`src/rtl/obstacle_line_scheduler_if.sv`:
```
// obstacle_line_scheduler_if
// Bundles the line-timing inputs, the packed obstacle list and the active
// slot outputs of the scanline obstacle scheduler.
//   slave  : scheduler side (timing + obstacle list in, slots + status out)
//   master : pixel-generator / timing side (the mirror image)
// With SCHED_STATS_EN defined the bundle also carries overflow_cnt and
// late_cnt.
interface obstacle_line_scheduler_if #(
  parameter int OBSTACLE_NUM    = 7,
  parameter int SLOT_NUM        = 4,
  parameter int PHY_WIDTH       = 14,
  parameter int SCREEN_WIDTH    = 10,
  parameter int BLOCK_LEN_WIDTH = 4,
  parameter int ROW_WIDTH       = 5
);
  logic                                  line_start;
  logic [SCREEN_WIDTH-1:0]               next_y;
  logic [PHY_WIDTH-1:0]                  camera_offset;
  logic                                  line_commit;
  logic [OBSTACLE_NUM*PHY_WIDTH-1:0]     obstacle_abs_pos_x;
  logic [OBSTACLE_NUM*PHY_WIDTH-1:0]     obstacle_abs_pos_y;
  logic [OBSTACLE_NUM*BLOCK_LEN_WIDTH-1:0] obstacle_block_width;

  logic [SLOT_NUM-1:0]                   slot_valid;
  logic [SLOT_NUM*PHY_WIDTH-1:0]         slot_x;
  logic [SLOT_NUM*ROW_WIDTH-1:0]         slot_row;
  logic [SLOT_NUM*BLOCK_LEN_WIDTH-1:0]   slot_width;
  logic                                  busy;
  logic                                  done;
  logic                                  overflow;
  logic                                  late;
`ifdef SCHED_STATS_EN
  logic [15:0]                           overflow_cnt;
  logic [15:0]                           late_cnt;
`endif

  modport slave (
    input  line_start, next_y, camera_offset, line_commit,
           obstacle_abs_pos_x, obstacle_abs_pos_y, obstacle_block_width,
    output slot_valid, slot_x, slot_row, slot_width,
           busy, done, overflow, late
`ifdef SCHED_STATS_EN
    , output overflow_cnt, late_cnt
`endif
  );

  modport master (
    output line_start, next_y, camera_offset, line_commit,
           obstacle_abs_pos_x, obstacle_abs_pos_y, obstacle_block_width,
    input  slot_valid, slot_x, slot_row, slot_width,
           busy, done, overflow, late
`ifdef SCHED_STATS_EN
    , input overflow_cnt, late_cnt
`endif
  );
endinterface

```
`src/rtl/obstacle_line_scheduler.sv`:
```
// obstacle_line_scheduler
// During hblank, walks the obstacle list one entry per cycle and collects up
// to SLOT_NUM obstacles that intersect the upcoming line (lowest index first)
// into shadow slots. line_commit copies the shadow slots to the active slot
// outputs, so the pixel path only compares SLOT_NUM entries.
// Ports:
//   sys_clk, sys_rst_n : clock, synchronous active-low reset
//   bus (slave)        : line_start/next_y/camera_offset/line_commit and the
//                        packed obstacle list in; slot_* active slots,
//                        busy/done/overflow/late status out
// Optional: `define SCHED_STATS_EN adds saturating overflow_cnt/late_cnt.
//
// state    | meaning
// ---------+-----------------------------------------------------------
// ST_IDLE  | waiting for line_start; shadow holds last completed scan
// ST_SCAN  | testing obstacle idx_q against abs_line_q, one per cycle
// ST_DONE  | single-cycle done pulse, shadow ready for commit
module obstacle_line_scheduler #(
  parameter int OBSTACLE_NUM    = 7,
  parameter int SLOT_NUM        = 4,
  parameter int PHY_WIDTH       = 14,
  parameter int SCREEN_WIDTH    = 10,
  parameter int BLOCK_LEN_WIDTH = 4,
  parameter int OBSTACLE_HEIGHT = 20,
  parameter int ROW_WIDTH       = 5
) (
  input  logic                      sys_clk,
  input  logic                      sys_rst_n,
  obstacle_line_scheduler_if.slave  bus
);

  localparam int IDX_W = (OBSTACLE_NUM > 1) ? $clog2(OBSTACLE_NUM) : 1;
  localparam int CNT_W = $clog2(SLOT_NUM + 1);
  localparam logic [IDX_W-1:0] LAST_IDX  = IDX_W'(OBSTACLE_NUM - 1);
  localparam logic [CNT_W-1:0] SLOT_FULL = CNT_W'(SLOT_NUM);

  typedef enum logic [1:0] {ST_IDLE, ST_SCAN, ST_DONE} state_t;

  state_t                     state_q, state_d;
  logic [IDX_W-1:0]           idx_q, idx_d;
  logic [CNT_W-1:0]           cnt_q, cnt_d;
  logic [PHY_WIDTH-1:0]       abs_line_q, abs_line_d;
  logic                       ready_q, ready_d;
  logic                       overflow_q, overflow_d;
  logic                       late_q, late_d;

  logic [SLOT_NUM-1:0]        sh_valid_q, sh_valid_d;
  logic [PHY_WIDTH-1:0]       sh_x_q [SLOT_NUM];
  logic [PHY_WIDTH-1:0]       sh_x_d [SLOT_NUM];
  logic [ROW_WIDTH-1:0]       sh_row_q [SLOT_NUM];
  logic [ROW_WIDTH-1:0]       sh_row_d [SLOT_NUM];
  logic [BLOCK_LEN_WIDTH-1:0] sh_w_q [SLOT_NUM];
  logic [BLOCK_LEN_WIDTH-1:0] sh_w_d [SLOT_NUM];

  logic [SLOT_NUM-1:0]        act_valid_q, act_valid_d;
  logic [PHY_WIDTH-1:0]       act_x_q [SLOT_NUM];
  logic [PHY_WIDTH-1:0]       act_x_d [SLOT_NUM];
  logic [ROW_WIDTH-1:0]       act_row_q [SLOT_NUM];
  logic [ROW_WIDTH-1:0]       act_row_d [SLOT_NUM];
  logic [BLOCK_LEN_WIDTH-1:0] act_w_q [SLOT_NUM];
  logic [BLOCK_LEN_WIDTH-1:0] act_w_d [SLOT_NUM];

  logic [PHY_WIDTH-1:0]       cur_x;
  logic [PHY_WIDTH-1:0]       cur_y;
  logic [BLOCK_LEN_WIDTH-1:0] cur_w;
  logic [PHY_WIDTH:0]         cur_y_end;
  logic [ROW_WIDTH-1:0]       cur_row;
  logic                       hit;
  logic                       busy;

  assign busy = (state_q == ST_SCAN);

  // Obstacle under test this cycle.
  always_comb begin
    cur_x = '0;
    cur_y = '0;
    cur_w = '0;
    for (int i = 0; i < OBSTACLE_NUM; i++) begin
      if (idx_q == IDX_W'(i)) begin
        cur_x = bus.obstacle_abs_pos_x[i*PHY_WIDTH +: PHY_WIDTH];
        cur_y = bus.obstacle_abs_pos_y[i*PHY_WIDTH +: PHY_WIDTH];
        cur_w = bus.obstacle_block_width[i*BLOCK_LEN_WIDTH +: BLOCK_LEN_WIDTH];
      end
    end
  end

  // One extra bit on the bottom edge: an obstacle near the top of the
  // coordinate space must not wrap around and claim lines near zero.
  assign cur_y_end = {1'b0, cur_y} + (PHY_WIDTH+1)'(OBSTACLE_HEIGHT);
  assign hit       = (cur_w != '0) && (abs_line_q >= cur_y) &&
                     ({1'b0, abs_line_q} < cur_y_end);
  assign cur_row   = ROW_WIDTH'(abs_line_q - cur_y);

  always_comb begin
    state_d     = state_q;
    idx_d       = idx_q;
    cnt_d       = cnt_q;
    abs_line_d  = abs_line_q;
    ready_d     = ready_q;
    overflow_d  = overflow_q;
    late_d      = late_q;
    sh_valid_d  = sh_valid_q;
    sh_x_d      = sh_x_q;
    sh_row_d    = sh_row_q;
    sh_w_d      = sh_w_q;
    act_valid_d = act_valid_q;
    act_x_d     = act_x_q;
    act_row_d   = act_row_q;
    act_w_d     = act_w_q;

    // Commit looks only at pre-edge ready/shadow; a coincident line_start
    // below may then restart the scan.
    if (bus.line_commit) begin
      if (ready_q) begin
        act_valid_d = sh_valid_q;
        act_x_d     = sh_x_q;
        act_row_d   = sh_row_q;
        act_w_d     = sh_w_q;
      end else begin
        act_valid_d = '0;
        late_d      = 1'b1;
      end
    end

    if (bus.line_start) begin
      abs_line_d = PHY_WIDTH'(bus.next_y) + bus.camera_offset;
      sh_valid_d = '0;
      cnt_d      = '0;
      overflow_d = 1'b0;
      late_d     = busy;
      ready_d    = 1'b0;
      idx_d      = '0;
      state_d    = ST_SCAN;
    end else begin
      unique case (state_q)
        ST_IDLE: ;
        ST_SCAN: begin
          if (hit) begin
            if (cnt_q != SLOT_FULL) begin
              for (int s = 0; s < SLOT_NUM; s++) begin
                if (cnt_q == CNT_W'(s)) begin
                  sh_valid_d[s] = 1'b1;
                  sh_x_d[s]     = cur_x;
                  sh_row_d[s]   = cur_row;
                  sh_w_d[s]     = cur_w;
                end
              end
              cnt_d = cnt_q + 1'b1;
            end else begin
              overflow_d = 1'b1;
            end
          end
          if (idx_q == LAST_IDX) begin
            state_d = ST_DONE;
            ready_d = 1'b1;
          end else begin
            idx_d = idx_q + 1'b1;
          end
        end
        ST_DONE: state_d = ST_IDLE;
        default: state_d = ST_IDLE;
      endcase
    end
  end

  always_ff @(posedge sys_clk) begin
    if (!sys_rst_n) begin
      state_q     <= ST_IDLE;
      idx_q       <= '0;
      cnt_q       <= '0;
      abs_line_q  <= '0;
      ready_q     <= 1'b0;
      overflow_q  <= 1'b0;
      late_q      <= 1'b0;
      sh_valid_q  <= '0;
      act_valid_q <= '0;
      for (int s = 0; s < SLOT_NUM; s++) begin
        sh_x_q[s]    <= '0;
        sh_row_q[s]  <= '0;
        sh_w_q[s]    <= '0;
        act_x_q[s]   <= '0;
        act_row_q[s] <= '0;
        act_w_q[s]   <= '0;
      end
    end else begin
      state_q     <= state_d;
      idx_q       <= idx_d;
      cnt_q       <= cnt_d;
      abs_line_q  <= abs_line_d;
      ready_q     <= ready_d;
      overflow_q  <= overflow_d;
      late_q      <= late_d;
      sh_valid_q  <= sh_valid_d;
      act_valid_q <= act_valid_d;
      for (int s = 0; s < SLOT_NUM; s++) begin
        sh_x_q[s]    <= sh_x_d[s];
        sh_row_q[s]  <= sh_row_d[s];
        sh_w_q[s]    <= sh_w_d[s];
        act_x_q[s]   <= act_x_d[s];
        act_row_q[s] <= act_row_d[s];
        act_w_q[s]   <= act_w_d[s];
      end
    end
  end

  for (genvar g = 0; g < SLOT_NUM; g++) begin : g_slot_out
    assign bus.slot_valid[g]                                     = act_valid_q[g];
    assign bus.slot_x[g*PHY_WIDTH +: PHY_WIDTH]                   = act_x_q[g];
    assign bus.slot_row[g*ROW_WIDTH +: ROW_WIDTH]                 = act_row_q[g];
    assign bus.slot_width[g*BLOCK_LEN_WIDTH +: BLOCK_LEN_WIDTH]   = act_w_q[g];
  end

  assign bus.busy     = busy;
  assign bus.done     = (state_q == ST_DONE);
  assign bus.overflow = overflow_q;
  assign bus.late     = late_q;

`ifdef SCHED_STATS_EN
  logic [15:0] overflow_cnt_q, overflow_cnt_d;
  logic [15:0] late_cnt_q, late_cnt_d;
  logic        ovf_evt;
  logic        late_evt;

  // Count only the transition of each sticky flag into the set state for
  // the current scan; a restart while busy is a fresh scan and counts again.
  assign ovf_evt  = !bus.line_start && busy && hit &&
                    (cnt_q == SLOT_FULL) && !overflow_q;
  assign late_evt = bus.line_start ? busy
                                   : (bus.line_commit && !ready_q && !late_q);

  always_comb begin
    overflow_cnt_d = overflow_cnt_q;
    late_cnt_d     = late_cnt_q;
    if (ovf_evt && (overflow_cnt_q != 16'hFFFF))
      overflow_cnt_d = overflow_cnt_q + 16'd1;
    if (late_evt && (late_cnt_q != 16'hFFFF))
      late_cnt_d = late_cnt_q + 16'd1;
  end

  always_ff @(posedge sys_clk) begin
    if (!sys_rst_n) begin
      overflow_cnt_q <= '0;
      late_cnt_q     <= '0;
    end else begin
      overflow_cnt_q <= overflow_cnt_d;
      late_cnt_q     <= late_cnt_d;
    end
  end

  assign bus.overflow_cnt = overflow_cnt_q;
  assign bus.late_cnt     = late_cnt_q;
`endif

endmodule
```
`src/flat_wrapper.sv`:
```
// flat-port wrapper written by rule: the top's interface ports become plain ports
module obstacle_line_scheduler_flat 
#(
  parameter int OBSTACLE_NUM    = 7,
  parameter int SLOT_NUM        = 4,
  parameter int PHY_WIDTH       = 14,
  parameter int SCREEN_WIDTH    = 10,
  parameter int BLOCK_LEN_WIDTH = 4,
  parameter int OBSTACLE_HEIGHT = 20,
  parameter int ROW_WIDTH       = 5
)
  (sys_clk, sys_rst_n, bus_line_start, bus_next_y, bus_camera_offset, bus_line_commit, bus_obstacle_abs_pos_x, bus_obstacle_abs_pos_y, bus_obstacle_block_width, bus_slot_valid, bus_slot_x, bus_slot_row, bus_slot_width, bus_busy, bus_done, bus_overflow, bus_late);
  obstacle_line_scheduler_if #(.OBSTACLE_NUM(OBSTACLE_NUM), .SLOT_NUM(SLOT_NUM), .PHY_WIDTH(PHY_WIDTH), .SCREEN_WIDTH(SCREEN_WIDTH), .BLOCK_LEN_WIDTH(BLOCK_LEN_WIDTH), .ROW_WIDTH(ROW_WIDTH)) bus_i ();
  input  logic sys_clk;
  input  logic sys_rst_n;
  input wire logic [$bits(bus_i.line_start)-1:0] bus_line_start;
  input wire logic [$bits(bus_i.next_y)-1:0] bus_next_y;
  input wire logic [$bits(bus_i.camera_offset)-1:0] bus_camera_offset;
  input wire logic [$bits(bus_i.line_commit)-1:0] bus_line_commit;
  input wire logic [$bits(bus_i.obstacle_abs_pos_x)-1:0] bus_obstacle_abs_pos_x;
  input wire logic [$bits(bus_i.obstacle_abs_pos_y)-1:0] bus_obstacle_abs_pos_y;
  input wire logic [$bits(bus_i.obstacle_block_width)-1:0] bus_obstacle_block_width;
  output wire logic [$bits(bus_i.slot_valid)-1:0] bus_slot_valid;
  output wire logic [$bits(bus_i.slot_x)-1:0] bus_slot_x;
  output wire logic [$bits(bus_i.slot_row)-1:0] bus_slot_row;
  output wire logic [$bits(bus_i.slot_width)-1:0] bus_slot_width;
  output wire logic [$bits(bus_i.busy)-1:0] bus_busy;
  output wire logic [$bits(bus_i.done)-1:0] bus_done;
  output wire logic [$bits(bus_i.overflow)-1:0] bus_overflow;
  output wire logic [$bits(bus_i.late)-1:0] bus_late;
  assign bus_i.line_start = bus_line_start;
  assign bus_i.next_y = bus_next_y;
  assign bus_i.camera_offset = bus_camera_offset;
  assign bus_i.line_commit = bus_line_commit;
  assign bus_i.obstacle_abs_pos_x = bus_obstacle_abs_pos_x;
  assign bus_i.obstacle_abs_pos_y = bus_obstacle_abs_pos_y;
  assign bus_i.obstacle_block_width = bus_obstacle_block_width;
  assign bus_slot_valid = bus_i.slot_valid;
  assign bus_slot_x = bus_i.slot_x;
  assign bus_slot_row = bus_i.slot_row;
  assign bus_slot_width = bus_i.slot_width;
  assign bus_busy = bus_i.busy;
  assign bus_done = bus_i.done;
  assign bus_overflow = bus_i.overflow;
  assign bus_late = bus_i.late;
  obstacle_line_scheduler #(.OBSTACLE_NUM(OBSTACLE_NUM), .SLOT_NUM(SLOT_NUM), .PHY_WIDTH(PHY_WIDTH), .SCREEN_WIDTH(SCREEN_WIDTH), .BLOCK_LEN_WIDTH(BLOCK_LEN_WIDTH), .OBSTACLE_HEIGHT(OBSTACLE_HEIGHT), .ROW_WIDTH(ROW_WIDTH)) u_core (.sys_clk(sys_clk), .sys_rst_n(sys_rst_n), .bus(bus_i));
endmodule
```
`config.mk`:
```
export PLATFORM = sky130hd
export DESIGN_NAME = obstacle_line_scheduler_flat
export DESIGN_NICKNAME = d
export VERILOG_FILES = /design/src/rtl/obstacle_line_scheduler_if.sv /design/src/rtl/obstacle_line_scheduler.sv /design/src/flat_wrapper.sv
export SDC_FILE = /design/constraint.sdc
export NUM_CORES = 1
export LEC_CHECK = 0
export CORE_MARGIN = 4
export CORE_UTILIZATION = 55
export CTS_CLUSTER_DIAMETER = 150
export CTS_CLUSTER_SIZE = 20
export DETAILED_ROUTE_END_ITERATION = 8
export DONT_BUFFER_PORTS = 1
export PLACE_DENSITY = 0.7
export SYNTH_ARGS = -nofsm -noshare
export SYNTH_HDL_FRONTEND = slang
export SYNTH_SLANG_ARGS = --single-unit
export TNS_END_PERCENT = 20
```
`constraint.sdc`:
```
create_clock -name sys_clk -period 6.37 [get_ports sys_clk]
set_clock_uncertainty 0.15 [all_clocks]
set_input_delay 1.5925 -clock sys_clk [delete_from_list [all_inputs] [get_ports sys_clk]]
set_output_delay 1.5925 -clock sys_clk [all_outputs]
set_load 0.05 [all_outputs]
```
==> flow_summary.toml <==
[outcome]
status = "finished, final reports clean"

[sta]
rsz0062_at_grt = "no"
period_share_pct = 90.9
relSlewSlack_pct = 18.9
fmax_ghz = 0.173
maxSlewViolCount = 0
worstMarginPinSlew_ps = 1210
post-route-min-period_ps = 5790
setup_ws_ps = 581
finalSetupTns_ps = 0
hold_violations = 0
finalSetupViolCount = 0

[worst_setup_path]
crit_fanout = 31
worst-endpoint-required_ps = 6610
path_class = "register to register"
cp-start-kind = "register"
worstPathArrival_ps = 6030
end_kind = "register"

[placed_design]
dpl.cell_count = 1554
post-dp-hpwl_um = 25000
portBuffers = 0
place_ws_ps = 113
gp_congestion = 0.993
place_area_sq_mm = 0.0114

[die]
die_h_um = 152
num_rows = 52
start_util_pct = 56.1
die_w_um = 152
die-area_sq_mm = 0.0231
ios = 352
fp.coreArea_sq_mm = 0.0203

[clock_tree]
cts_buffers = 14
insertion_delay_ps = 480
cts_tree = "done"
clk_pin_slew_worst_paths_ps = 80
clk_path_buf_depth = 3
cts_sinks = 217
htree_levels = 1
cts_hold_buffers = 0
clockRootBuffer = "clkbuf_16"

[global_routing]
grt_pass1_wl_um = 51400
grt_util_all_layers_pct = 27.0
grt_max_degree = 230
grt-ovfl-total = 0
first_global_vias = 9224
antenna_found_initial = 2

[logic_synthesis]
yosysSeqAreaShare_pct = 38.1
synthTopCellsByArea = "dfxtp_1 38%, nand2_1 11%, mux2i_1 8.7%"
synth_edf_count = 0
ys_types = 66
syn_inst = 1370
synth_flop_cell = "dfxtp_1"
synth.most_common_cell = "nand2_1"
synthArstFlopShare_pct = 0
yosys_warnings = 0
yosys-top-cells-count = "344 x nand2_1, 217 x dfxtp_1, 99 x mux2i_1"
synth_top_cell_by_area = "dfxtp_1"
synth-seq-cells = 217
synth_top_area_share_pct = 38.1
syn_nets = 1672
netlist_area_sq_mm = 0.0114
syn_area_per_cell_sq_um = 8.32

[power_and_ir_drop]
p_int_w = 0.00194
pwr-share-clk_pct = 33.0
finalPower_w = 0.00260
vdd_drop_max_v = 0.000135
p_switching_w = 0.000662
powerDensity_mw_per_mm2 = 219
switching_share_pct = 25.4
p_seq_share_pct = 53.2
p_comb_share_pct = 13.9
power_leakage_nw = 4.73

[detailed_routing]
ant_nets = 0
top_layer = "met4"
viasPerCell = 6.04
drt-total-wl_um = 33800
wl_met2_um = 15800
wl_met1_um = 14200
wire_per_inst_um = 21.4
met3_length_um = 2450
drt_first_iter_violations = 655
drt_first_pass_iters = 7
vias = 9528
route.detailed.drc = 0

[layout]
nNetsFinal = 1608
drive_above_1_share_pct = 4.36
final_design_area_no_fill_sq_mm = 0.0119
area_growth_pct = 4.30
layout.cells.non_filler = 1578

[worst_hold_path]
hold_path.class = "register to register"

[flow_run]
maxCapViolations = 0
## per-stage QoR
stage	utilization, %	hold WS, ps
after detailed placement	56.2	303
after CTS	58.0	315
after global placement	56.2	295
final	58.5	313
after global routing	58.5	330
after floorplan	-	287
## final timing paths
path,from,endpoint,slack [ps],cells after the start
setup / recovery,u_core.idx_q[1]$_SDFFE_PP0P_,u_core.sh_x_q[6]$_SDFFE_PN0P_,580,21
hold / removal,u_core.sh_row_q[19]$_SDFFE_PN0P_,u_core.sh_row_q[19]$_SDFFE_PN0P_,310,2
setup reg to reg,u_core.idx_q[1]$_SDFFE_PP0P_,u_core.sh_x_q[6]$_SDFFE_PN0P_,580,21
hold reg to reg,u_core.sh_row_q[19]$_SDFFE_PN0P_,u_core.sh_row_q[19]$_SDFFE_PN0P_,310,2
## per-layer routing
metal,GRT usage (%),vias up
met5,0,-
met4,10.6,0
met1,35.2,4412
li1,-,4664
met3,5.18,67
met2,44.3,385
## registers in the layout (all words and copies together) (netlist names)
name / cells
u_core.bus.late: 1
u_core.bus.slot_row: 20
u_core.sh_row_q: 20
u_core.abs_line_q: 14
u_core.bus.slot_width: 16
u_core.state_q: 2
u_core.ready_q: 1
u_core.bus.slot_x: 56
u_core.bus.overflow: 1
u_core.cnt_q: 3
u_core.sh_valid_q: 4
u_core.sh_x_q: 56
u_core.sh_w_q: 16
u_core.idx_q: 3
u_core.bus.slot_valid: 4
## power groups by stage
stage	clock network [W]	logic [W]	registers, W
2_1_floorplan	0	0.000276	0.00141
3_3_place_gp	0	0.000338	0.00142
3_5_place_dp	0	0.000342	0.00142
4_1_cts	0.000875	0.000343	0.00138
5_1_grt	0.000925	0.000402	0.00139
6_report	0.000858	0.000361	0.00138
## critical path: stages (launching register included)
cell	delay [ps]
dfxtp_1	350
inv_1	90
ha_1	470
buf_4	410
nor2b_1	560
a221oi_1	150
o311ai_0	280
o21ai_0	180
nor2_1	110
a21oi_1	50
o21ai_0	310
ha_1	260
fa_1	190
nand2b_1	140
a21oi_1	110
o221ai_1	210
a21oi_1	120
o41ai_1	510
nor2_1	80
buf_4	250
nand4_4	440
mux2i_1	250
## cell type report
class | count | area [sq um]
timing repair buffer | 19 | 155
sequential | 217 | 4340
inverter | 39 | 146
tap | 270 | 338
clock inverter | 1 | 5.00
fill | 1871 | 8420
clock buffer | 15 | 375
antenna | 2 | 5.00
multi-input combinational | 1015 | 6510
## repair_timing
action	CTS	global route
resized for setup	0	3
hold endpoints to repair	0	0
buffers inserted	0	3
setup endpoints to repair	0	92
## kinds of logic (layout without fill, tap and decap cells)
group | count (synthesis) | count (layout) | share of synthesized area, %
xor+xnor | 22 | 22 | 1.69
other cells | 0 | 2 | 0
flops | 217 | 217 | 38.1
simple gates | 481 | 484 | 18.2
buf+inv | 141 | 74 | 5.38
fa+ha+maj | 50 | 50 | 5.62
mux | 99 | 99 | 8.70
compound gates | 360 | 360 | 22.2
## cell usage in the layout (no fill, tap or decap), drive strengths merged, types with 3 or more instances in the layout
cell and instances:
o32ai 3, nand4 9, nand2 344, nand3b 4, nor3 12, a22oi 4, o21a 5, o21ai 64
nor4 5, o311ai 18, buf 19, nor2 50, a221oi 37, clkbuf 15, nor2b 33, o2111ai 4
inv 38, o211ai 15, o31ai 4, nand2b 10, xor2 10, a21boi 98, nand3 4, xnor2 12
and2 3, a41oi 4, dfxtp 217, mux2i 99, a21oi 56, o22ai 14, ha 48, a21o 4
a211o 5, or2 5
Note: power is estimated with default switching activity, not from simulation.
